`src/rtl/csr_regbank.sv`:
```
// Byte-enabled CSR bank: NREGS data registers, a W1C STATUS register with a sticky
// error bit, an IRQ enable register, registered read port and registered interrupt.
module csr_regbank #(
    parameter int unsigned NREGS     = 4,
    parameter int unsigned DW        = 32,
    parameter int unsigned RD_OFFSET = 256,
    localparam int unsigned AW       = $clog2(NREGS + 2)
) (
    input  logic                clk,
    input  logic                rst,
    input  logic                csr_we,
    input  logic [AW-1:0]       csr_addr,
    input  logic [DW-1:0]       csr_wdata,
    input  logic [DW/8-1:0]     csr_be,
    input  logic                csr_re,
    output logic [DW-1:0]       csr_rdata,
    output logic                csr_rvalid,
    input  logic [NREGS-1:0]    hw_set,
    output logic [NREGS*DW-1:0] regs_out,
    output logic                irq
);

    localparam int unsigned   NB          = DW / 8;
    localparam logic [AW-1:0] ADDR_STATUS = AW'(NREGS);
    localparam logic [AW-1:0] ADDR_IRQEN  = AW'(NREGS + 1);

    logic [NREGS-1:0][DW-1:0] data_q, data_d;
    logic [DW-1:0]            status_q, status_d;
    logic [NREGS-1:0]         irq_en_q, irq_en_d;
    logic [DW-1:0]            rdata_q, rdata_d;
    logic                     rvalid_q;
    logic                     irq_q, irq_d;

    logic [DW-1:0]            be_mask;
    logic [DW-1:0]            irq_en_merged;
    logic [DW-1:0]            status_clr;
    logic [DW-1:0]            status_set;
    logic [DW-1:0]            rd_val;
    logic                     wr_err;

    // Expand byte enables into a bit mask.
    always_comb begin
        be_mask = '0;
        for (int unsigned b = 0; b < NB; b++) begin
            be_mask[b*8 +: 8] = {8{csr_be[b]}};
        end
    end

    assign wr_err        = csr_we && (csr_addr > ADDR_IRQEN);
    assign irq_en_merged = (DW'(irq_en_q) & ~be_mask) | (csr_wdata & be_mask);

    // Register next-state: byte-masked writes, W1C status where set beats clear.
    always_comb begin
        data_d     = data_q;
        irq_en_d   = irq_en_q;
        status_clr = '0;
        status_set = '0;

        for (int unsigned i = 0; i < NREGS; i++) begin
            if (csr_we && (csr_addr == AW'(i))) begin
                data_d[i] = (data_q[i] & ~be_mask) | (csr_wdata & be_mask);
            end
        end

        if (csr_we && (csr_addr == ADDR_IRQEN)) begin
            irq_en_d = irq_en_merged[NREGS-1:0];
        end

        if (csr_we && (csr_addr == ADDR_STATUS)) begin
            status_clr = csr_wdata & be_mask;
        end
        status_set[NREGS-1:0] = hw_set;
        status_set[DW-1]      = wr_err;
        status_d              = (status_q & ~status_clr) | status_set;

        irq_d = |(status_d[NREGS-1:0] & irq_en_d);
    end

    // Read mux over pre-write state; register 0 reads back with an offset.
    always_comb begin
        rd_val = '0;
        for (int unsigned i = 0; i < NREGS; i++) begin
            if (csr_addr == AW'(i)) begin
                rd_val = data_q[i];
            end
        end
        if (csr_addr == '0) begin
            rd_val = data_q[0] + DW'(RD_OFFSET);
        end
        if (csr_addr == ADDR_STATUS) begin
            rd_val = status_q;
        end
        if (csr_addr == ADDR_IRQEN) begin
            rd_val = DW'(irq_en_q);
        end
        rdata_d = csr_re ? rd_val : rdata_q;
    end

    always_ff @(posedge clk) begin
        if (rst) begin
            data_q   <= '0;
            status_q <= '0;
            irq_en_q <= '0;
            rdata_q  <= '0;
            rvalid_q <= 1'b0;
            irq_q    <= 1'b0;
        end else begin
            data_q   <= data_d;
            status_q <= status_d;
            irq_en_q <= irq_en_d;
            rdata_q  <= rdata_d;
            rvalid_q <= csr_re;
            irq_q    <= irq_d;
        end
    end

    assign csr_rdata  = rdata_q;
    assign csr_rvalid = rvalid_q;
    assign irq        = irq_q;
    assign regs_out   = data_q;

endmodule
```
`config.mk`:
```
export PLATFORM = sky130hd
export DESIGN_NAME = csr_regbank
export DESIGN_NICKNAME = d
export VERILOG_FILES = /design/src/rtl/csr_regbank.sv
export SDC_FILE = /design/constraint.sdc
export NUM_CORES = 1
export LEC_CHECK = 0
export ABC_AREA = 0
export CAP_MARGIN = 30
export CELL_PAD_IN_SITES_DETAIL_PLACEMENT = 1
export CELL_PAD_IN_SITES_GLOBAL_PLACEMENT = 1
export CORE_ASPECT_RATIO = 0.7
export CORE_MARGIN = 5
export CORE_UTILIZATION = 41
export CTS_BUF_LIST = sky130_fd_sc_hd__clkbuf_8
export CTS_CLUSTER_SIZE = 14
export DETAILED_ROUTE_END_ITERATION = 12
export PLACE_DENSITY = 0.88
export SLEW_MARGIN = 30
export SYNTH_ARGS = -nofsm -noshare
export SYNTH_HDL_FRONTEND = slang
export SYNTH_SLANG_ARGS = --single-unit
```
`constraint.sdc`:
```
create_clock -name clk -period 3.75 [get_ports clk]
set_input_delay 0.375 -clock clk [delete_from_list [all_inputs] [get_ports clk]]
set_output_delay 0.375 -clock clk [all_outputs]
set_load 0.03 [all_outputs]
```
==> flow_summary.json, run 1 <==
{
  "synth-seq-cells": 198,
  "crit_family": "simple AND/OR/NAND/NOR gates",
  "clock-root-buffer": "clkbuf_8",
  "start_kind": "register",
  "wl_per_cell_um": 22.9,
  "power.internal_mw": 3.09,
  "drtPass1Iterations": 5,
  "outcome": "finished clean",
  "synth.avg_cell_area_um2": 8.50,
  "worstMarginPinSlew_ns": 0.951,
  "place_ws_ns": 0.952,
  "drive_gt1_share_pct": 7.27,
  "slew_violations": 0,
  "routed_wirelength_um": 34400,
  "slowest_stage": "or3_1",
  "synth_area_um2": 8700,
  "clock_power_share_pct": 37.3,
  "fp.dieW_um": 184,
  "hold_viol": 0,
  "ant_nets": 0,
  "hold_ws_ns": 0.414,
  "ios": 209,
  "max_clock_freq_mhz": 400,
  "numCtsBuffers": 17,
  "relSlewSlack_pct": 36.3,
  "finClkSkew_ns": 0.0157,
  "port_buffers": 208,
  "critPathKind": "reg2reg",
  "multiInputGateArea_um2": 4440,
  "p_per_area_nw_per_um2": 368,
  "first_global_vias": 9102,
  "post_cts_resized": 0,
  "num-nets-final": 1261,
  "netSwitchingPower_mw": 1.13,
  "post-cts-setup-buffers": 0,
  "grt_max_degree": 140,
  "setup_viol": 0,
  "drt-initial-drc-count": 686,
  "rsz0062_at_grt": "no",
  "period_share_pct": 66.6,
  "core_um2": 20800,
  "combPwrFrac_pct": 11.4,
  "slowest_delay_ns": 0.62,
  "ys_types": 62,
  "leakage_nw": 3.98,
  "synth_edf_count": 0,
  "maxCapViolCount": 0,
  "grt_remaining_overflow": 0,
  "ys_warn_count": 0,
  "cp.depth": 6,
  "worst-r2r-cell-count": 6,
  "dieArea_um2": 24300,
  "layout_setup_ws_ns": 1.25,
  "clock_sinks": 198,
  "start_util_pct": 41.8,
  "clkLatencyLatePin_ns": 0.47,
  "grt_antenna_before_repair": 0,
  "finalNonFillerCells": 1500,
  "holdBufCountCts": 0,
  "critical_path.endpoint_type": "register",
  "async_reset_ff_share_pct": 0,
  "drc": 0,
  "crit_arrival_ns": 2.84,
  "cts_buffer_depth": 2,
  "die_y_um": 132,
  "row_count": 44,
  "via_per_inst": 5.89,
  "clk_pin_slew_ns": 0.10,
  "place_congestion": 0.874,
  "worst-path-buf-inv": 0,
  "dp.cells": 1470,
  "dpl.hpwl_um": 23900,
  "synth_nets": 1072,
  "path_max_fanout": 8,
  "pwr-share-seq_pct": 51.3,
  "ir_worst_vdd_mv": 0.213,
  "period_needed_ns": 2.50,
  "critPathRequiredTime_ns": 4.09,
  "antennaDiodeCount": 0,
  "cts_tree": "done",
  "ys.flop_type": "dfxtp_1",
  "path_cells": "ha_1, nand4_1, or3_1, o31a_1, nor3_1, o22ai_1",
  "holdPathStages": 2,
  "grt_pass1_wl_um": 53100,
  "grt_usage_pct": 27.5,
  "area_delta_synth_final_pct": 32.1,
  "swShare_pct": 26.8,
  "fill_cells": 2478,
  "regArea_um2": 3960,
  "min_path_type": "in2reg",
  "num_vias": 8839,
  "yosysSeqAreaShare_pct": 45.6,
  "h-tree-depth": 4,
  "netlist_instances": 1024,
  "tns_ns": 0
}
## synth_stat cells (5+ instances only)
cell type	count	area, um2
inv_1	5	18.8
clkbuf_1	49	184
nand4_1	5	31.3
nand3_1	49	245
o211ai_1	15	113
mux2_2	5	56.3
a21oi_1	142	711
nand2_1	147	552
o22ai_1	24	150
buf_2	7	35.0
xnor2_1	8	70.1
o21ai_0	20	100
and3_1	12	75.1
mux2i_1	85	851
xor2_1	5	43.8
nor4_1	7	43.8
nor3_2	8	80.1
dfxtp_1	198	3960
nor2_1	101	379
a22oi_1	14	105
nor3_1	13	65.1
nand2b_1	37	231
## cells by family (layout without fill, tap and decap cells)
family | after synthesis | count (layout) | share of synthesized area, %
simple gates | 399 | 399 | 21.4
flops | 198 | 198 | 45.6
xor+xnor | 13 | 13 | 1.31
buf+inv | 71 | 271 | 3.70
fa+ha+maj | 1 | 1 | 0.144
mux | 92 | 92 | 10.9
compound gates | 250 | 250 | 16.9
## per-layer routing
| metal | global-route usage, % | wire length (um) |
|---|---|---|
| met1 | 39.5 | 15600 |
| met2 | 42.5 | 15400 |
| met3 | 6.34 | 2910 |
| met4 | 5.67 | 471 |
| met5 | 0 | 0 |
## final cells by class
cell class,instances,share of cell area (%)
tap,276,3.01
timing repair buffer,235,19.8
clock buffer,20,2.40
multi-input combinational,755,38.6
sequential,198,34.5
inverter,6,0.196
clock inverter,10,1.44
## worst paths after layout
| check | startpoint | endpoint | slack [ns] |
|---|---|---|---|
| worst max-delay path | register | csr_rdata[28] | 1.25 |
| worst min-delay path | rst | register | 0.41 |
| worst max register to register | register | csr_rdata[28] | 1.25 |
| worst min register to register | status_q[30] | status_q[30] | 0.45 |
## cell usage in the layout (no fill, tap or decap), types with 7 or more instances in the layout
| master | count |
|---|---|
| buf_4 | 27 |
| xnor2_1 | 8 |
| a21oi_1 | 142 |
| nor2_1 | 101 |
| nand2_1 | 147 |
| nor3_1 | 13 |
| o22ai_1 | 24 |
| dfxtp_1 | 198 |
| clkbuf_8 | 20 |
| nand3_1 | 49 |
| nor4_1 | 7 |
| nand2b_1 | 37 |
| o211ai_1 | 15 |
| clkdlybuf4s50_1 | 204 |
| o21ai_0 | 20 |
| mux2i_1 | 85 |
| a22oi_1 | 14 |
| and3_1 | 12 |
## power by group through the flow
stage	sequential, mW	combinational, mW	clock (mW)
finish	2.17	0.483	1.57
global route	2.17	0.510	1.66
CTS	2.17	0.476	1.58
detailed placement	2.21	0.472	0
global placement	2.21	0.463	0
floorplan	2.26	0.195	0
## per-stage QoR
stage | utilization, % | total power [mW] | area (um2)
2_1_floorplan | - | 2.46 | 8700
3_3_place_gp | 53.0 | 2.68 | 11000
3_5_place_dp | 53.0 | 2.69 | 11000
4_1_cts | 55.1 | 4.22 | 11500
5_1_grt | 55.2 | 4.34 | 11500
6_report | 55.2 | 4.22 | 11500
Power figures use the tool's default switching activity.
==> run 2: changes to the inputs <==
CORE_UTILIZATION = 38   (was 41)
PLACE_DENSITY = 0.82   (was 0.88)
clock period = 2.3 ns   (was 3.75 ns; I/O delays follow)
==> run 2 against run 1 <==
Against the previous run: design area grew 2.0%; clock skew rose by 0.0037 ns; critical path depth did not move; utilization is 3.4 points lower; sequential share of layout area shrank 0.68 points; non-clock buffer count is 32 higher; combinational power up 70%; first-iteration DRC count shrank 11%; hold slack lost 0.19 ns; critical path type unchanged.
==> flow_summary.json, run 2 (synthesis gave the netlist of run 1 again) <==
{
  "fp.dieW_um": 191,
  "port_buffers": 208,
  "regArea_um2": 3960,
  "cts_tree": "done",
  "dpl.hpwl_um": 25000,
  "finClkSkew_ns": 0.0194,
  "outcome": "finished clean",
  "r2r-end": "csr_rdata[24]",
  "core_um2": 22600,
  "tns_ns": 0,
  "clock_power_share_pct": 33.4,
  "h-tree-depth": 4,
  "slew_violations": 0,
  "critical_path.endpoint_type": "register",
  "layout_setup_ws_ns": 0.179,
  "place_congestion": 0.874,
  "rsz0062_at_grt": "no",
  "clock-root-buffer": "clkbuf_8",
  "p_per_area_nw_per_um2": 558,
  "leakage_nw": 4.12,
  "setup_viol": 0,
  "clk_pin_slew_ns": 0.11,
  "worstMarginPinSlew_ns": 0.763,
  "min_path_type": "in2reg",
  "start_util_pct": 38.5,
  "post-cts-setup-buffers": 0,
  "clock_sinks": 198,
  "pwr-share-seq_pct": 54.0,
  "area_delta_synth_final_pct": 34.7,
  "multiInputGateArea_um2": 4420,
  "grt_max_degree": 77,
  "relSlewSlack_pct": 48.9,
  "fill_cells": 2674,
  "netSwitchingPower_mw": 1.94,
  "reg2reg_setup_slack_ns": 0.18,
  "drive_gt1_share_pct": 9.70,
  "path_max_fanout": 8,
  "numCtsBuffers": 17,
  "die_y_um": 137,
  "row_count": 46,
  "utilization_pct": 51.8,
  "dieArea_um2": 26100,
  "crit_arrival_ns": 2.49,
  "period_needed_ns": 2.12,
  "grt_usage_pct": 26.0,
  "drc": 0,
  "combPwrFrac_pct": 12.6,
  "first_global_vias": 9008,
  "grt_remaining_overflow": 0,
  "start_kind": "register",
  "final_cell_mix": "clkdlybuf4s50_1, dfxtp_1, nand2_1, a21oi_1, nor2_1",
  "grt_antenna_before_repair": 0,
  "layout_commonest_cell": "clkdlybuf4s50_1",
  "maxCapViolCount": 0,
  "clkLatencyLatePin_ns": 0.49,
  "swShare_pct": 29.6,
  "power.internal_mw": 4.60,
  "drt-initial-drc-count": 609,
  "wl_per_cell_um": 22.0,
  "critPathRequiredTime_ns": 2.67,
  "antennaDiodeCount": 0,
  "ant_nets": 0,
  "max_clock_freq_mhz": 472,
  "min_from": "rst",
  "period_share_pct": 92.2,
  "routed_wirelength_um": 34500,
  "num-nets-final": 1293,
  "ios": 209,
  "crit_end": "csr_rdata[24]",
  "drtPass1Iterations": 5,
  "hold_viol": 0,
  "num_vias": 8802,
  "place_ws_ns": 0.128,
  "ir_worst_vdd_mv": 0.329,
  "cts_buffer_depth": 2,
  "critPathKind": "reg2reg",
  "via_per_inst": 5.61,
  "grt_pass1_wl_um": 52800,
  "holdBufCountCts": 0,
  "post_cts_resized": 0,
  "worst-r2r-cell-count": 6
}
==> run 2: changes by cell type in the layout (fill, tap and decap cells not counted), sizes merged <==
cell | previous run | this run
buf | 31 | 63
clkbuf | 20 | 18
inv | 9 | 10
clkinv | 3 | 10
bufinv | 4 | 0
==> run 2: metrics by stage <==
step / hold WS, ns / std cells / instance area, um2 / power, mW
CTS: 0.210 / 1570 / 11700 / 6.58
global route: 0.209 / 1570 / 11700 / 6.79
floorplan: 0.318 / 1024 / 8700 / 4.01
global placement: 0.431 / 1538 / 11400 / 4.40
detailed placement: 0.440 / 1538 / 11400 / 4.42
finish: 0.226 / 1570 / 11700 / 6.54
==> run 2: cell type report <==
cell class,count,area share [%]
multi-input combinational,755,37.7
timing repair buffer,267,21.8
clock buffer,18,2.11
tap,312,3.33
clock inverter,14,1.02
sequential,198,33.8
inverter,6,0.192
==> run 2: worst min-delay path by stage <==
stage | end | slack (ns) | depth (start not counted)
after CTS | register | 0.21 | 2
after global routing | register | 0.21 | 2
after floorplan | status_q[4] | 0.32 | 1
after global placement | status_q[25] | 0.43 | 2
final | register | 0.23 | 2
after detailed placement | status_q[9] | 0.44 | 2
==> run 2: power by group through the flow <==
stage | combinational (mW) | clock (mW) | sequential (mW)
detailed placement | 0.811 | 0 | 3.61
global route | 0.866 | 2.38 | 3.54
floorplan | 0.318 | 0 | 3.69
global placement | 0.798 | 0 | 3.61
CTS | 0.815 | 2.24 | 3.53
finish | 0.820 | 2.18 | 3.53
==> run 2: routing by layer <==
layer | share of wire, % | wire [um] | GRT usage, % | up-vias
met1 | 47 | 16100 | 37.7 | 4370
li1 | - | - | - | 4052
met2 | 44 | 15300 | 39.9 | 352
met4 | 0.70 | 242 | 4.27 | 0
met5 | 0 | 0 | 0 | -
met3 | 8.6 | 2960 | 6.35 | 28
==> run 2: worst max-delay path, cell delays in order (launching register included) <==
cell     delay [ns]
dfxtp_1        0.36
ha_1           0.24
nand4_1        0.23
or3_1          0.61
o21a_1         0.24
o31ai_1        0.23
a21oi_1        0.09
==> run 3: changes to the inputs <==
clock period = 2.1 ns   (was 2.3 ns; I/O delays follow)
==> run 3 against run 2 <==
Against the previous run: die area is the same; maximum frequency grew 1.9%; design area grew 1.5%; register-to-register slack lost 0.16 ns; clock-buffer cell count is the same; critical path type unchanged; global-route usage grew 0.11 points; via count grew 1.2%.
==> flow_summary.json, run 3 (synthesis gave the netlist of run 1 again) <==
{
  "via_per_inst": 5.62,
  "cts_tree": "done",
  "antennaDiodeCount": 0,
  "grt_max_degree": 100,
  "post-cts-setup-buffers": 0,
  "place_congestion": 0.822,
  "numCtsBuffers": 17,
  "grt_usage_pct": 26.1,
  "rsz0062_at_grt": "no",
  "grt_pass1_wl_um": 53200,
  "drt-initial-drc-count": 586,
  "drtPass1Iterations": 5,
  "start_util_pct": 38.5,
  "critical_path.endpoint_type": "register",
  "dpl.hpwl_um": 25000,
  "clk_pin_slew_ns": 0.10,
  "row_count": 46,
  "fp.dieW_um": 191,
  "holdPathStages": 5,
  "critPathRequiredTime_ns": 2.45,
  "port_buffers": 208,
  "slew_violations": 0,
  "routed_wirelength_um": 34700,
  "path_max_fanout": 8,
  "worst_hold_path.endpoint": "csr_rdata[3]",
  "finalInstanceArea_um2": 11900,
  "dieArea_um2": 26100,
  "h-tree-depth": 4,
  "tns_ns": 0,
  "outcome": "finished clean",
  "grt_antenna_before_repair": 0,
  "area_delta_synth_final_pct": 36.8,
  "ant_nets": 0,
  "worst-r2r-cell-count": 6,
  "first_global_vias": 9153,
  "start_kind": "register",
  "drive_gt1_share_pct": 11.0,
  "core_um2": 22600,
  "clock-root-buffer": "clkbuf_8",
  "min_path_type": "in2reg",
  "r2r-end": "csr_rdata[26]",
  "relSlewSlack_pct": 57.4,
  "grt_remaining_overflow": 0,
  "max_clock_freq_mhz": 480,
  "setup_viol": 0,
  "reg2reg_setup_slack_ns": 0.02,
  "finClkSkew_ns": 0.0208,
  "leakage_nw": 4.20,
  "die_y_um": 137,
  "dpl_cell_area_um2": 11500,
  "drc": 0,
  "min_from": "csr_addr[2]",
  "p_per_area_nw_per_um2": 615,
  "maxCapViolCount": 0,
  "num_vias": 8907,
  "critPathKind": "reg2reg",
  "period_share_pct": 99.1,
  "crit_arrival_ns": 2.43,
  "layout_commonest_cell": "clkdlybuf4s50_1",
  "period_needed_ns": 2.08,
  "ios": 209,
  "final_cell_mix": "clkdlybuf4s50_1, dfxtp_1, nand2_1, a21oi_1, nor2_1",
  "clock_sinks": 198,
  "cts_buffer_depth": 2,
  "clkLatencyLatePin_ns": 0.49,
  "worstMarginPinSlew_ns": 0.638,
  "num-nets-final": 1310,
  "hold_viol": 0,
  "wl_per_cell_um": 21.9,
  "ir_worst_vdd_mv": 0.401
}
[run 3: cell types whose count changed in the layout (fill, tap and decap cells not counted), moves of 2 or more]
cell / change
buf_4: +14
clkinv_4: -4
buf_12: +2
clkinvlp_4: +2
dfxtp_1: -2
dfxtp_2: +2
inv_6: +2
[run 3: how the worst max path moves through the flow]
stage | cells after the start | slack (ns) | end
after floorplan | 5 | 0.02 | csr_rdata[25]
after CTS | 2 | 0.06 | regs_out[11]
final | 6 | 0.02 | csr_rdata[26]
after global routing | 6 | 0.01 | csr_rdata[26]
after global placement | 5 | 0.12 | register
after detailed placement | 5 | 0.001 | register
[run 3: repair_timing]
item | in CTS | in global routing
hold endpoints to repair | 1 | 0
hold buffers | 1 | 0
gates resized for setup | 0 | 0
[run 3: where the power goes]
group / total [mW] / internal (mW) / switching [mW]
registers: 3.87 / 3.81 / 0.0515
clock network: 2.53 / 1.01 / 1.53
logic: 0.920 / 0.353 / 0.567
total: 7.32 / 5.17 / 2.14
[run 3: final cells by class]
cell class	count	area, um2
clock buffer	18	248
clock inverter	13	139
fill	2636	10700
inverter	6	22.5
multi-input combinational	755	4420
sequential	198	3970
tap	312	390
timing repair buffer	284	2710
[run 3: metal layers]
metal	GRT usage [%]	wire (um)	up-vias
met2	40.9	15500	305
met4	5.54	455	0
met5	0	0	-
met1	36.9	16300	4474
met3	6.04	2470	37
li1	-	-	4091
[run 3: per-stage QoR]
stage | hold WS [ns] | instances | utilization [%] | power, mW | worst slack, ns
3_3_place_gp | 0.432 | 1554 | 50.8 | 4.84 | 0.122
2_1_floorplan | 0.298 | 1024 | - | 4.39 | 0.0247
5_1_grt | 0.340 | 1586 | 52.6 | 7.56 | 0.0150
3_5_place_dp | 0.439 | 1554 | 50.8 | 4.86 | 0.00114
4_1_cts | 0.308 | 1586 | 52.6 | 7.34 | 0.0553
6_report | 0.344 | 1586 | 52.6 | 7.32 | 0.0181
[run 3: critical path, stage by stage, from the launching register on]
cell	delay, ns
dfxtp_2	0.35
ha_1	0.20
nand4_1	0.19
or3_1	0.57
o31a_1	0.29
nor3_1	0.24
o22ai_1	0.12
